### config.mk
export PLATFORM = sky130hd
export DESIGN_NAME = sram_axi_bridge
export DESIGN_NICKNAME = d
export VERILOG_FILES = /design/src/rtl/sram_axi_bridge_pkg.sv /design/src/rtl/sram_axi_bridge.sv
export SDC_FILE = /design/constraint.sdc
export NUM_CORES = 1
export LEC_CHECK = 0
export BUFFER_PORTS_ARGS = -buffer_cell sky130_fd_sc_hd__clkbuf_2
export CAP_MARGIN = 0
export CORE_AREA = 2 2 165 167
export CTS_BUF_LIST = sky130_fd_sc_hd__clkbuf_16
export DETAILED_ROUTE_END_ITERATION = 8
export DIE_AREA = 0 0 167 169
export GPL_TIMING_DRIVEN = 0
export SYNTH_ARGS = -nofsm -noshare
export SYNTH_HDL_FRONTEND = slang
export SYNTH_SLANG_ARGS = --single-unit
export TNS_END_PERCENT = 30
### constraint.sdc
create_clock -name clk -period 4.1 [get_ports clk]
set_clock_uncertainty 0.2 [all_clocks]
set_input_delay 0.205 -clock clk [delete_from_list [all_inputs] [get_ports clk]]
set_output_delay 0.205 -clock clk [all_outputs]
set_load 0.005 [all_outputs]
### src/rtl/sram_axi_bridge_pkg.sv
// Shared types and constants for the SRAM-to-AXI bridge: FSM encodings,
// default transaction IDs and the fixed single-beat AXI attributes.
package sram_axi_bridge_pkg;

    typedef enum logic [1:0] {
        R_IDLE = 2'd0,
        R_AR   = 2'd1,
        R_DATA = 2'd2
    } rd_state_e;

    typedef enum logic [1:0] {
        W_IDLE = 2'd0,
        W_REQ  = 2'd1,
        W_RESP = 2'd2
    } wr_state_e;

    localparam logic [3:0] DEF_INST_ID    = 4'd0;
    localparam logic [3:0] DEF_DATA_ID    = 4'd1;
    localparam logic [7:0] AXI_LEN_SINGLE = 8'd0;
    localparam logic [1:0] AXI_BURST_INCR = 2'b01;

    // SRAM size codes 0/1/2 map directly onto AXI byte/half/word sizes.
    function automatic logic [2:0] axi_size(input logic [1:0] sram_size);
        return {1'b0, sram_size};
    endfunction

endpackage

### src/rtl/sram_axi_bridge.sv
// Bridges the core's instruction and data SRAM-like ports onto one AXI master.
// One outstanding transaction per port; data reads win arbitration and wait out stores.
module sram_axi_bridge
    import sram_axi_bridge_pkg::*;
#(
    parameter logic [3:0] INST_ID = DEF_INST_ID,
    parameter logic [3:0] DATA_ID = DEF_DATA_ID
) (
    input  logic        clk,
    input  logic        resetn,

    input  logic        inst_sram_req,
    input  logic        inst_sram_wr,
    input  logic [1:0]  inst_sram_size,
    input  logic [3:0]  inst_sram_wstrb,
    input  logic [31:0] inst_sram_addr,
    input  logic [31:0] inst_sram_wdata,
    output logic        inst_sram_addr_ok,
    output logic        inst_sram_data_ok,
    output logic [31:0] inst_sram_rdata,

    input  logic        data_sram_req,
    input  logic        data_sram_wr,
    input  logic [1:0]  data_sram_size,
    input  logic [3:0]  data_sram_wstrb,
    input  logic [31:0] data_sram_addr,
    input  logic [31:0] data_sram_wdata,
    output logic        data_sram_addr_ok,
    output logic        data_sram_data_ok,
    output logic [31:0] data_sram_rdata,

    output logic [3:0]  arid,
    output logic [31:0] araddr,
    output logic [7:0]  arlen,
    output logic [2:0]  arsize,
    output logic [1:0]  arburst,
    output logic [1:0]  arlock,
    output logic [3:0]  arcache,
    output logic [2:0]  arprot,
    output logic        arvalid,
    input  logic        arready,

    input  logic [3:0]  rid,
    input  logic [31:0] rdata,
    input  logic [1:0]  rresp,
    input  logic        rlast,
    input  logic        rvalid,
    output logic        rready,

    output logic [3:0]  awid,
    output logic [31:0] awaddr,
    output logic [7:0]  awlen,
    output logic [2:0]  awsize,
    output logic [1:0]  awburst,
    output logic [1:0]  awlock,
    output logic [3:0]  awcache,
    output logic [2:0]  awprot,
    output logic        awvalid,
    input  logic        awready,

    output logic [3:0]  wid,
    output logic [31:0] wdata,
    output logic [3:0]  wstrb,
    output logic        wlast,
    output logic        wvalid,
    input  logic        wready,

    input  logic [3:0]  bid,
    input  logic [1:0]  bresp,
    input  logic        bvalid,
    output logic        bready
);

    rd_state_e   r_rstate, w_rstate_nxt;
    wr_state_e   r_wstate, w_wstate_nxt;
    logic        r_inst_busy, r_data_busy;
    logic        r_aw_done, r_w_done;
    logic [3:0]  r_arid;
    logic [31:0] r_araddr;
    logic [1:0]  r_arsize;
    logic [31:0] r_awaddr;
    logic [1:0]  r_awsize;
    logic [3:0]  r_wstrb;
    logic [31:0] r_wdata;

    logic w_data_rd_ok, w_data_wr_ok, w_inst_ok, w_rd_accept;
    logic w_ar_fire, w_r_fire, w_aw_fire, w_w_fire, w_b_fire, w_aw_w_done;
    logic w_unused_inputs;

    // Arbitration: a data read needs both FSMs idle, so it never overtakes a store.
    assign w_data_rd_ok = resetn & data_sram_req & ~data_sram_wr & (r_rstate == R_IDLE)
                        & (r_wstate == W_IDLE) & ~r_data_busy;
    assign w_data_wr_ok = resetn & data_sram_req & data_sram_wr & (r_wstate == W_IDLE)
                        & ~r_data_busy;
    assign w_inst_ok    = resetn & inst_sram_req & (r_rstate == R_IDLE) & ~r_inst_busy
                        & ~w_data_rd_ok;
    assign w_rd_accept  = w_data_rd_ok | w_inst_ok;

    assign inst_sram_addr_ok = w_inst_ok;
    assign data_sram_addr_ok = w_data_rd_ok | w_data_wr_ok;

    assign w_ar_fire   = arvalid & arready;
    assign w_r_fire    = rvalid & rready;
    assign w_aw_fire   = awvalid & awready;
    assign w_w_fire    = wvalid & wready;
    assign w_b_fire    = bvalid & bready;
    assign w_aw_w_done = (r_aw_done | w_aw_fire) & (r_w_done | w_w_fire);

    assign inst_sram_data_ok = w_r_fire & (rid == INST_ID);
    assign data_sram_data_ok = (w_r_fire & (rid == DATA_ID)) | w_b_fire;
    assign inst_sram_rdata   = rdata;
    assign data_sram_rdata   = rdata;

    always_ff @(posedge clk) begin
        if (!resetn) begin
            r_rstate <= R_IDLE;
            r_wstate <= W_IDLE;
        end else begin
            r_rstate <= w_rstate_nxt;
            r_wstate <= w_wstate_nxt;
        end
    end

    // NOTE: every always_comb output gets a default first so no path leaves it held (no latch).
    always_comb begin
        w_rstate_nxt = r_rstate;
        case (r_rstate)
            R_IDLE:  if (w_rd_accept) w_rstate_nxt = R_AR;
            R_AR:    if (w_ar_fire)   w_rstate_nxt = R_DATA;
            R_DATA:  if (w_r_fire)    w_rstate_nxt = R_IDLE;
            default: w_rstate_nxt = R_IDLE;
        endcase
    end

    always_comb begin
        w_wstate_nxt = r_wstate;
        case (r_wstate)
            W_IDLE:  if (w_data_wr_ok) w_wstate_nxt = W_REQ;
            W_REQ:   if (w_aw_w_done)  w_wstate_nxt = W_RESP;
            W_RESP:  if (w_b_fire)     w_wstate_nxt = W_IDLE;
            default: w_wstate_nxt = W_IDLE;
        endcase
    end

    always_comb begin
        arvalid = (r_rstate == R_AR);
        rready  = (r_rstate == R_DATA);
        awvalid = (r_wstate == W_REQ) & ~r_aw_done;
        wvalid  = (r_wstate == W_REQ) & ~r_w_done;
        bready  = (r_wstate == W_RESP);
    end

    always_ff @(posedge clk) begin
        if (!resetn) begin
            r_inst_busy <= 1'b0;
            r_data_busy <= 1'b0;
            r_aw_done   <= 1'b0;
            r_w_done    <= 1'b0;
        end else begin
            if (w_inst_ok)              r_inst_busy <= 1'b1;
            else if (inst_sram_data_ok) r_inst_busy <= 1'b0;
            if (data_sram_addr_ok)      r_data_busy <= 1'b1;
            else if (data_sram_data_ok) r_data_busy <= 1'b0;
            if (r_wstate != W_REQ) begin
                r_aw_done <= 1'b0;
                r_w_done  <= 1'b0;
            end else begin
                if (w_aw_fire) r_aw_done <= 1'b1;
                if (w_w_fire)  r_w_done  <= 1'b1;
            end
        end
    end

    // NOTE: request payload registers carry no reset; they are only observed while a valid is high.
    always_ff @(posedge clk) begin
        if (w_rd_accept) begin
            r_arid   <= w_data_rd_ok ? DATA_ID : INST_ID;
            r_araddr <= w_data_rd_ok ? data_sram_addr : inst_sram_addr;
            r_arsize <= w_data_rd_ok ? data_sram_size : inst_sram_size;
        end
        if (w_data_wr_ok) begin
            r_awaddr <= data_sram_addr;
            r_awsize <= data_sram_size;
            r_wstrb  <= data_sram_wstrb;
            r_wdata  <= data_sram_wdata;
        end
    end

    assign arid    = r_arid;
    assign araddr  = r_araddr;
    assign arsize  = axi_size(r_arsize);
    assign arlen   = AXI_LEN_SINGLE;
    assign arburst = AXI_BURST_INCR;
    assign arlock  = 2'd0;
    assign arcache = 4'd0;
    assign arprot  = 3'd0;

    assign awid    = DATA_ID;
    assign awaddr  = r_awaddr;
    assign awsize  = axi_size(r_awsize);
    assign awlen   = AXI_LEN_SINGLE;
    assign awburst = AXI_BURST_INCR;
    assign awlock  = 2'd0;
    assign awcache = 4'd0;
    assign awprot  = 3'd0;

    assign wid   = DATA_ID;
    assign wdata = r_wdata;
    assign wstrb = r_wstrb;
    assign wlast = 1'b1;

    // Fetch-side write fields and AXI response codes have no consumer.
    assign w_unused_inputs = ^{inst_sram_wr, inst_sram_wstrb, inst_sram_wdata,
                               rresp, rlast, bid, bresp};

endmodule

==> metrics.md, run 1 <==
| Metric | Value |
|---|---|
| Path class of the lowest-slack min-delay path | input port to flip-flop |
| Final Net Count | 990 |
| Buffer cell driving the clock tree root | clkbuf_16 |
| Flip-flop and latch count after synthesis | 113 |
| Number of buffers added by the clock tree synthesis step | 17 |
| Effective utilization at floorplan | 18.73% |
| Average size of a mapped cell | 15.71 sq um |
| Static leakage | 4.220 nW |
| Post-synthesis cell area | 4964 sq um |
| Wirelength, routed | 15,990 um |
| Pwr dens | 387.4 nW/um^2 |
| Final worst-path cycle share | 55.97% |
| Via count of the first global-routing pass | 4,046 |
| DR vias | 4,024 |
| Critical path, cell by cell | dlygate4sd3_1 -> buf_2 -> and4bb_1 -> nand2_2 -> buf_6 -> buf_6 -> nand2_1 -> clkbuf_2 |
| DRC violations left | 0 |
| Core region area | 26,500 sq um |
| Number of ports placed on the die boundary | 426 |
| Vias per cell | 3.508 |
| Violation count after the first detailed-routing iteration | 217 |
| Signed area change from the synthesized netlist to the final layout | 78.57% |
| Total GRT Usage | 10.58% |
| Total count of max-transition violations in the final report | 0 |
| Slew margin rel. | 64.75% |
| Max-capacitance violation count | 0 |
| Critical-path top delay cell | dlygate4sd3_1 |
| Hpwl dp | 11,580 um |
| Chip width | 167 um |
| Sum of overflow across all layers after global routing | 0 |
| Outcome | completed |
| Wire length of the first global-routing pass | 22,340 um |
| Largest net degree at the start of global routing | 67 |
| Worst slew pin tran | 0.5214 ns |
| Util after Layout | 33.45% |
| Post-detailed-route count of antenna-violating nets | 0 |
| Most repeated library cell on the critical path | buf_6 |
| Critical Setup Path Class | input port to output pin |
| CTS tree | done |
| Skew-Pair Late Insertion Delay | 0.40 ns |
| Data required time at the worst endpoint | 3.69 ns |
| Number of instances in the synthesized netlist | 316 |
| Clock transition time at the flip-flop clock pins of the worst setup and hold paths | 0.06 ns |
| Setup Total Neg Slack | 0 ns |
| Fraction of layout cells with a size suffix above 1 | 60.30% |
| Number of fill cells in the layout | 2,589 |
| Distinct cells, synth | 31 |
| Initial antenna violation count | 0 |
| Routability congestion estimate | 0.8156 |
| CP peak stage delay | 0.53 ns |
| Data arrival, critical path | 1.89 ns |
| DR pass1 iterations | 4 |
| Rows | 60 |
| Maximum fanout along the worst path | 10 |
| Post-CTS Resized | 0 |
| Die Footprint | 28,220 sq um |
| Type of destination of the critical path | output pin |
| Worst-case vdd ir drop | 0.2716 mV |
| Highest-count cells in the layout ignoring fill and taps | clkbuf_2, buf_4, dlygate4sd3_1, edfxtp_1, conb_1 |
| Sequential area share after synthesis | 66.75% |
| Final critical delay including setup and external delays | 2.295 ns |
| Critical Path Source Type | input port |
| Warnings, synthesis | 0 |
| Number of H-tree levels | 4 |
| Avg WL per Cell | 13.94 um |
| Antenna diode count | 0 |
| Most common cell after layout, fill and taps aside | clkbuf_2 |
| Sum of internal, switching and leakage power | 3.433 mW |
| Port Buffers | 294 |
| Number of buffers on the longest clock path | 2 |
| Final count of negative-setup-slack endpoints | 0 |
| Highest clock frequency the design can meet | 435.7 MHz |
| Sink Count | 113 |
| Final Hold Viols | 0 |
| RSZ-0062 raised after global routing | false |
| Die height | 169 um |
==> worst paths after layout <==
path	from	to	slack [ns]	depth (start not counted)
worst max-delay path	resetn	data_sram_addr_ok	1.81	8
worst min-delay path	rid[0]	r_data_busy$_SDFFE_PN0P_	0.02	3
worst max register to register	r_wstate[1]$_SDFFE_PN0P_	araddr[13]$_DFFE_PP_	1.89	6
worst min register to register	r_data_busy$_SDFFE_PN0P_	r_data_busy$_SDFFE_PN0P_	0.29	2
==> critical path, delay by kind of cell <==
family                 cells  cell delay [ns]
buffers and inverters      5             1.26
AND/OR/NAND/NOR            3             0.40
==> state kept, by name, indices dropped and copies added, names as in the netlist <==
register,count
araddr,32
awaddr,32
wdata,32
wstrb,4
r_arsize,2
r_awsize,2
r_rstate,2
r_wstate,2
arid,1
r_aw_done,1
r_data_busy,1
r_inst_busy,1
r_w_done,1
==> routing by layer <==
layer / vias up / share of wire [%] / global-route usage [%] / routed length (um)
met5: - / 0 / 0 / 0
met4: 0 / 2.4 / 4.385 / 390
met3: 18 / 8.7 / 3.203 / 1388
met2: 278 / 50 / 19.31 / 8061
met1: 1814 / 38 / 11.37 / 6154
li1: 1914 / - / - / -
==> report_power, final <==
| part | internal [mW] | switching (mW) |
|---|---|---|
| logic | 0.289 | 0.187 |
| registers | 1.34 | 0.0234 |
| clock network | 1.02 | 0.574 |
| total | 2.65 | 0.784 |
==> cells by family after synthesis <==
family | after synthesis | synth area share [%]
mux | 34 | 8.999
other cells | 2 | 0.1513
simple gates | 30 | 3.706
compound gates | 10 | 1.513
flops | 113 | 66.75
buf+inv | 127 | 18.88
==> synthesized netlist by cell type <==
master    count  area share (%)
a21boi_0      2            0.30
nor2b_1       5            0.63
edfxtp_1    105              64
buf_4       116              18
and3b_1       1            0.18
mux2_2       17             3.9
buf_6         3            0.68
nand2_2       1            0.13
buf_2         2            0.20
nor2_1        8            0.61
dfxtp_1       8             3.2
nor3b_1       1            0.15
inv_1         6            0.45
nand2b_1      2            0.25
nor4_4        1            0.43
and4_1        1            0.18
o21ai_0       2            0.20
conb_1        2            0.15
nand2_1       5            0.38
and4bb_1      1            0.25
a41oi_1       1            0.18
a22oi_1       1            0.15
nor3_1        1            0.10
o21a_1        1            0.15
o31a_1        1            0.18
nor4b_1       1            0.18
and3_1        1            0.13
o211ai_1      1            0.15
nand4_1       1            0.13
a41o_1        1            0.20
mux2_4       17             5.1
==> layout make-up <==
type	count	area, sq um	share of cell area [%]
Buffer	121	914.6	10.32
Clock inverter	14	205.2	2.315
Multi-Input combinational cell	126	903.4	10.19
Sequential cell	113	3313	37.38
Clock buffer	17	425.4	4.800
Inverter	6	25.02	0.2823
Timing Repair Buffer	409	2650	29.90
Tap cell	341	426.7	4.814
==> per-stage QoR <==
stage                     worst slack [ns]  instances  area, sq um  hold slack (ns)
after CTS                            1.770       1147         8864         0.001068
after detailed placement             1.898       1003         7102           0.1836
after global placement              0.3833       1001         7049           0.1830
after floorplan                      1.406        366         5151           0.1039
final                                1.805       1147         8864          0.02199
after global routing                 1.713       1147         8864          0.02478
==> repair_timing <==
action	in CTS	in global routing
hold endpoints to repair	112	0
hold buffers	113	0
setup endpoints to repair	0	0
setup buffers	0	0
(Power assumes the default switching activity.)
==> run 2, diff against run 1 <==
Settings changed: CORE_AREA 2 2 165 167 to 2 2 166 168, DIE_AREA 0 0 167 169 to 0 0 168 170.
Clock period 4.1 ns to 2.2 ns, I/O delays scaled along.
==> run 2 against run 1 <==
Total power grew 87%. Register-to-register slack lost 1.7 ns. Non-clock buffer count grew 8. Via count grew 1.5%. Count of clock-buffer cells in the layout is the same. Clock power grew 88%. Sequential power grew 86%. Wire length grew 6.4%. Combinational power grew 90%. Die area grew 1.2%. Global-route usage grew 0.78 points. Highest routed layer unchanged.
==> metrics.md, run 2 (synthesized netlist as in run 1, its figures left out) <==
| Metric | Value |
|---|---|
| Sum of overflow across all layers after global routing | 0 (unchanged) |
| Wirelength, routed | 17,010 um (+6.4%) |
| Number of fill cells in the layout | 2,621 (+1.2%) |
| DRC violations left | 0 (unchanged) |
| Clock transition time at the flip-flop clock pins of the worst setup and hold paths | 0.06 ns (about the same) |
| Critical Path Source Type | input port |
| Data arrival, critical path | 1.79 ns (-0.10 ns) |
| Number of buffers on the longest clock path | 2 (unchanged) |
| Path class of the lowest-slack min-delay path | input port to flip-flop |
| Post-detailed-route count of antenna-violating nets | 0 (unchanged) |
| Initial antenna violation count | 0 (unchanged) |
| Type of destination of the critical path | output pin |
| CTS tree | done |
| Effective utilization at floorplan | 18.62% (-0.11 points) |
| Worst-case vdd ir drop | 0.3970 mV (+46%) |
| CP peak stage delay | 0.54 ns (about the same) |
| Core region area | 26,650 sq um (+0.57%) |
| Highest clock frequency the design can meet | 475.4 MHz |
| Die Footprint | 28,560 sq um (+1.2%) |
| Total count of max-transition violations in the final report | 0 (unchanged) |
| Total area of multi-input combinational cells | 923.4 sq um (+2.2%) |
| Final Net Count | 999 (+0.91%) |
| DR vias | 4,085 (+1.5%) |
| Placed cells | 1,002 (-0.10%) |
| Number of H-tree levels | 4 (unchanged) |
| Chip width | 168 um (+0.60%) |
| Highest-count cells in the layout ignoring fill and taps | clkbuf_2, buf_4, dlygate4sd3_1, edfxtp_1, conb_1 |
| Pwr dens | 717.5 nW/um^2 (+85%) |
| Number of buffers added by the clock tree synthesis step | 17 (unchanged) |
| Avg WL per Cell | 14.70 um (+5.4%) |
| Number of ports placed on the die boundary | 426 (unchanged) |
| Total GRT Usage | 11.36% (+0.78 points) |
| Slew margin rel. | 63.46% (-1.3 points) |
| Hpwl dp | 12,130 um (+4.8%) |
| Count of non-filler cells in the finished layout | 1,157 (+0.87%) |
| Final Hold Viols | 0 (unchanged) |
| Util after Layout | 33.64% (+0.19 points) |
| Most common cell after layout, fill and taps aside | clkbuf_2 |
| DR pass1 iterations | 4 (unchanged) |
| Fraction of layout cells with a size suffix above 1 | 60.42% (+0.12 points) |
| Max-capacitance violation count | 0 (unchanged) |
| Worst slew pin tran | 0.5461 ns (+0.02471 ns) |
| RSZ-0062 raised after global routing | false |
| Port Buffers | 294 (unchanged) |
| Vias per cell | 3.531 (+0.64%) |
| Final worst-path cycle share | 95.62% |
| Sequential cell area | 3318 sq um (+0.15%) |
| Static leakage | 4.259 nW (+0.91%) |
| Rows | 60 (unchanged) |
| Final critical delay including setup and external delays | 2.104 ns |
| Skew-Pair Late Insertion Delay | 0.40 ns (about the same) |
| Critical Setup Path Class | input port to output pin |
| Largest net degree at the start of global routing | 41 (-39%) |
| Antenna diode count | 0 (unchanged) |
| Final count of negative-setup-slack endpoints | 0 (unchanged) |
| Critical path, cell by cell | dlygate4sd3_1 -> clkbuf_2 -> and4bb_1 -> nand2_2 -> buf_6 -> buf_6 -> nand2_1 -> clkbuf_2 |
| Buffer cell driving the clock tree root | clkbuf_16 |
| Wire length of the first global-routing pass | 23,670 um (+6.0%) |
| Die height | 170 um (+0.59%) |
| Via count of the first global-routing pass | 4,112 (+1.6%) |
| Sink Count | 113 (unchanged) |
| Maximum fanout along the worst path | 10 (unchanged) |
| Routability congestion estimate | 0.7915 (-3.0%) |
| Outcome | completed |
| Signed area change from the synthesized netlist to the final layout | 80.62% |
| Data required time at the worst endpoint | 1.89 ns (-1.80 ns) |
| Violation count after the first detailed-routing iteration | 218 (+0.46%) |
| Critical-path top delay cell | dlygate4sd3_1 |
[run 2: changes by cell type in the layout (fill, tap and decap cells not counted), moves of 2 or more]
cell | previous run | this run
buf_4 | 116 | 119
clkinv_4 | 5 | 2
clkinvlp_4 | 2 | 5
dfxtp_1 | 8 | 6
dlygate4sd3_1 | 113 | 118
inv_6 | 3 | 5
[run 2: timing repair]
item                                    CTS  global route
buffers inserted                          2             2
endpoints found under the setup margin   75            54
hold endpoints to repair                112             2
cloned                                    1             0
hold buffers                            115             3
pin swaps                                 0             1
resized for setup                         4             0
[run 2: area by class of cell]
type / count / area share [%]
Inverter: 6 / 0.2931
Clock inverter: 15 / 2.317
Sequential cell: 113 / 37.01
Timing Repair inverter: 1 / 0.08374
Timing Repair Buffer: 417 / 30.29
Tap cell: 341 / 4.759
Buffer: 121 / 10.20
Multi-Input combinational cell: 126 / 10.30
Clock buffer: 17 / 4.745
[run 2: final timing paths]
| path | slack, ns | endpoint | from | cells after the start |
|---|---|---|---|---|
| max | 0.1 | data_sram_addr_ok | data_sram_wr | 8 |
| min | 0.04 | r_rstate[0]$_SDFFE_PN0P_ | inst_sram_req | 3 |
| max reg2reg | 0.18 | r_inst_busy$_SDFFE_PN0P_ | r_rstate[1]$_SDFFE_PN0P_ | 4 |
| min reg2reg | 0.31 | r_data_busy$_SDFFE_PN0P_ | r_data_busy$_SDFFE_PN0P_ | 2 |
[run 2: layer usage]
| metal | track usage (%) | vias up | routed length (um) |
|---|---|---|---|
| met5 | 0 | - | 0 |
| met3 | 3.744 | 15 | 1494 |
| met2 | 21.60 | 268 | 8887 |
| met1 | 11.69 | 1869 | 6353 |
| li1 | - | 1933 | - |
| met4 | 3.781 | 0 | 275 |
[run 2: metrics by stage]
stage	hold slack [ns]	cell area [sq um]	total power, mW	setup slack (ns)	TNS, ns
6_report	0.03704	8965	6.432	0.09642	0
2_1_floorplan	0.008869	5162	2.935	0.00001210	0
3_3_place_gp	0.08833	7061	3.281	-0.8026	-68.21
5_1_grt	0.05226	8965	6.708	0.002421	0
3_5_place_dp	0.08868	7081	3.292	-0.3824	-18.02
4_1_cts	0.02564	8907	6.523	0.02513	0
[run 2: where the power goes]
group | total, mW | leakage [nW] | internal [mW] | switching [mW]
Clock | 3.00 | 0.303 | 1.91 | 1.08
Combinational | 0.903 | 2.92 | 0.545 | 0.358
Sequential | 2.53 | 1.03 | 2.49 | 0.0421
Total | 6.43 | 4.26 | 4.95 | 1.48
[run 2: critical path: cells and delay by family]
| family | cells | cell delay, ns |
|---|---|---|
| buffers and inverters | 5 | 1.13 |
| and+or+nand+nor | 3 | 0.55 |
==> run 3, diff against run 2 <==
Settings changed: CORE_AREA 2 2 166 168 to 2 2 167 169, DIE_AREA 0 0 168 170 to 0 0 169 171.
==> run 3 against run 2 <==
Non-clock buffer count is 1 lower. Sequential share of layout area increased by 0.11 points. Global-route usage shrank 0.46 points. Wire length is essentially flat. Critical path type is now flip-flop to output pin. Largest cell class unchanged.
==> metrics.md, run 3 (synthesized netlist as in run 1, its figures left out) <==
| Metric | Value |
|---|---|
| Effective utilization at floorplan | 18.17% (-0.46 points) |
| Number of buffers added by the clock tree synthesis step | 17 (unchanged) |
| Wire length of the first global-routing pass | 23,080 um (-2.5%) |
| Origin of the worst setup path | r_wstate[1]$_SDFFE_PN0P_ |
| Die Footprint | 28,900 sq um (+1.2%) |
| Path class of the lowest-slack min-delay path | input port to flip-flop |
| Fraction of layout cells with a size suffix above 1 | 60.74% (+0.32 points) |
| Seq pwr share | 39.8% (+0.4 points) |
| Post-Place Cell Area | 7087 sq um (about the same) |
| Hpwl dp | 11,800 um (-2.7%) |
| Number of H-tree levels | 4 (unchanged) |
| Switching Share | 23.85% (+0.79 points) |
| CTS tree | done |
| Worst reg-to-reg setup slack | 0.20 ns (+0.02 ns) |
| Final critical delay including setup and external delays | 2.060 ns (-0.04312 ns) |
| Vias per cell | 3.541 (+0.30%) |
| Signed area change from the synthesized netlist to the final layout | 80.24% |
| Final count of negative-setup-slack endpoints | 0 (unchanged) |
| Part of the power in the clock network | 46.1% (-0.5 points) |
| Avg WL per Cell | 14.65 um (-0.35%) |
| Critical Setup Path Class | flip-flop to output pin |
| Number of buffers on the longest clock path | 2 (unchanged) |
| Outcome | completed |
| Startpoint of the most critical hold path | inst_sram_req |
| Wirelength, routed | 17,030 um (about the same) |
| Critical Path Source Type | flip-flop |
| Total count of max-transition violations in the final report | 0 (unchanged) |
| Violation count after the first detailed-routing iteration | 252 (+16%) |
| Highest-count cells in the layout ignoring fill and taps | clkbuf_2, buf_4, dlygate4sd3_1, edfxtp_1, conb_1 |
| Sum of overflow across all layers after global routing | 0 (unchanged) |
| Skew-Pair Late Insertion Delay | 0.42 ns (+0.02 ns) |
| Number of fill cells in the layout | 2,688 (+2.6%) |
| Final Hold Viols | 0 (unchanged) |
| Setup Total Neg Slack | 0 ns (unchanged) |
| Worst-case vdd ir drop | 0.4459 mV (+12%) |
| Data required time at the worst endpoint | 1.89 ns (about the same) |
| Pwr dens | 712.2 nW/um^2 (-0.74%) |
| Most repeated library cell on the critical path | buf_6 |
| Post-detailed-route count of antenna-violating nets | 0 (unchanged) |
| Critical-path top delay cell | dfxtp_4 |
| Sink Count | 113 (unchanged) |
| CP peak stage delay | 0.37 ns (-0.17 ns) |
| Max-capacitance violation count | 0 (unchanged) |
| Most common cell after layout, fill and taps aside | clkbuf_2 |
| Routability congestion estimate | 0.7856 (-0.75%) |
| Sum of internal, switching and leakage power | 6.371 mW (-0.95%) |
| Final Net Count | 998 (-0.10%) |
| Maximum fanout along the worst path | 10 (unchanged) |
| Combinational cell fraction of total power | 14.1% (about the same) |
| Int Power | 4.852 mW (-2.0%) |
| Critical path, cell by cell | nor4_4 -> nand2_2 -> buf_6 -> buf_6 -> nand2_1 -> clkbuf_2 |
| Chip width | 169 um (+0.60%) |
| Final std cell area, no fill | 8946 sq um (-0.21%) |
| DR pass1 iterations | 4 (unchanged) |
| Clock transition time at the flip-flop clock pins of the worst setup and hold paths | 0.07 ns (about the same) |
| Core region area | 27,320 sq um (+2.5%) |
| DRC violations left | 0 (unchanged) |
| RSZ-0062 raised after global routing | false |
| Type of destination of the critical path | output pin |
| DR vias | 4,115 (+0.73%) |
| Via count of the first global-routing pass | 4,020 (-2.2%) |
| Highest clock frequency the design can meet | 485.3 MHz (+2.1%) |
| Final worst-path cycle share | 93.66% (-2.0 points) |
| Number of ports placed on the die boundary | 426 (unchanged) |
| Rows | 61 (+1.7%) |
| Data arrival, critical path | 1.75 ns (-0.04 ns) |
| Initial antenna violation count | 2 (+2) |
| Largest net degree at the start of global routing | 41 (unchanged) |
| Die height | 171 um (+0.59%) |
| Port Buffers | 294 (unchanged) |
| Switching power total | 1.520 mW (+2.4%) |
| Buffer cell driving the clock tree root | clkbuf_16 |
| Static leakage | 4.246 nW (-0.31%) |
| Total GRT Usage | 10.89% (-0.46 points) |
| Beginning of the worst register-to-register path | r_rstate[1]$_SDFFE_PN0P_ |
## run 3: final cells by class
type	count	area (sq um)	share of cell area [%]
plain buffers	121	914.6	10.22
flip-flops and latches	113	3321	37.12
multi-input cells	126	928.4	10.38
repair buffers	416	2693	30.10
clock inverters	15	195.2	2.182
clock buffers	17	425.4	4.755
inverters	6	26.28	0.2937
well taps	346	432.9	4.839
repair inverters	1	7.507	0.08392
diodes	1	2.502	0.02797
## run 3: what timing repair did
action	CTS	global route
hold endpoints to repair	112	1
hold buffers	115	2
gates cloned	0	1
setup buffers	0	4
resized for setup	3	3
endpoints found under the setup margin	96	105
pin swaps	0	1
## run 3: path summary, 6_finish.rpt
check	cells past startpoint	endpoint
max	6	data_sram_addr_ok
min	3	r_rstate[0]$_SDFFE_PN0P_
max reg2reg	4	r_inst_busy$_SDFFE_PN0P_
min reg2reg	2	r_data_busy$_SDFFE_PN0P_
## run 3: per-stage QoR
stage | utilization, % | hold slack, ns | instances | worst slack (ns)
floorplan | - | 0.008869 | 366 | 0.00001210
global placement | 25.86 | 0.08900 | 1006 | -0.8660
detailed placement | 25.94 | 0.08926 | 1007 | -0.2997
CTS | 32.47 | 0.04841 | 1154 | -0.2400
global route | 32.73 | 0.07684 | 1161 | 0.01511
finish | 32.74 | 0.07749 | 1162 | 0.1395
## run 3: power by group through the flow
stage                     Clock [mW]  Sequential, mW  Combinational (mW)
after global placement             0            2.58               0.693
after CTS                       3.02            2.53               0.881
final                           2.94            2.53               0.899
after detailed placement           0            2.58               0.704
after floorplan                    0            2.58               0.352
after global routing            3.11            2.54               0.972
## run 3: metal layers
layer | routed length (um) | GRT usage [%]
met1 | 6143 | 10.69
met2 | 8831 | 20.79
met3 | 1658 | 3.817
met4 | 391 | 4.459
met5 | 0 | 0
## run 3: critical path: cells and delay by family, from the launching register on
family	cells	cell delay, ns
and+or+nand+nor	3	0.47
buffers and inverters	3	0.47
DFF	1	0.37
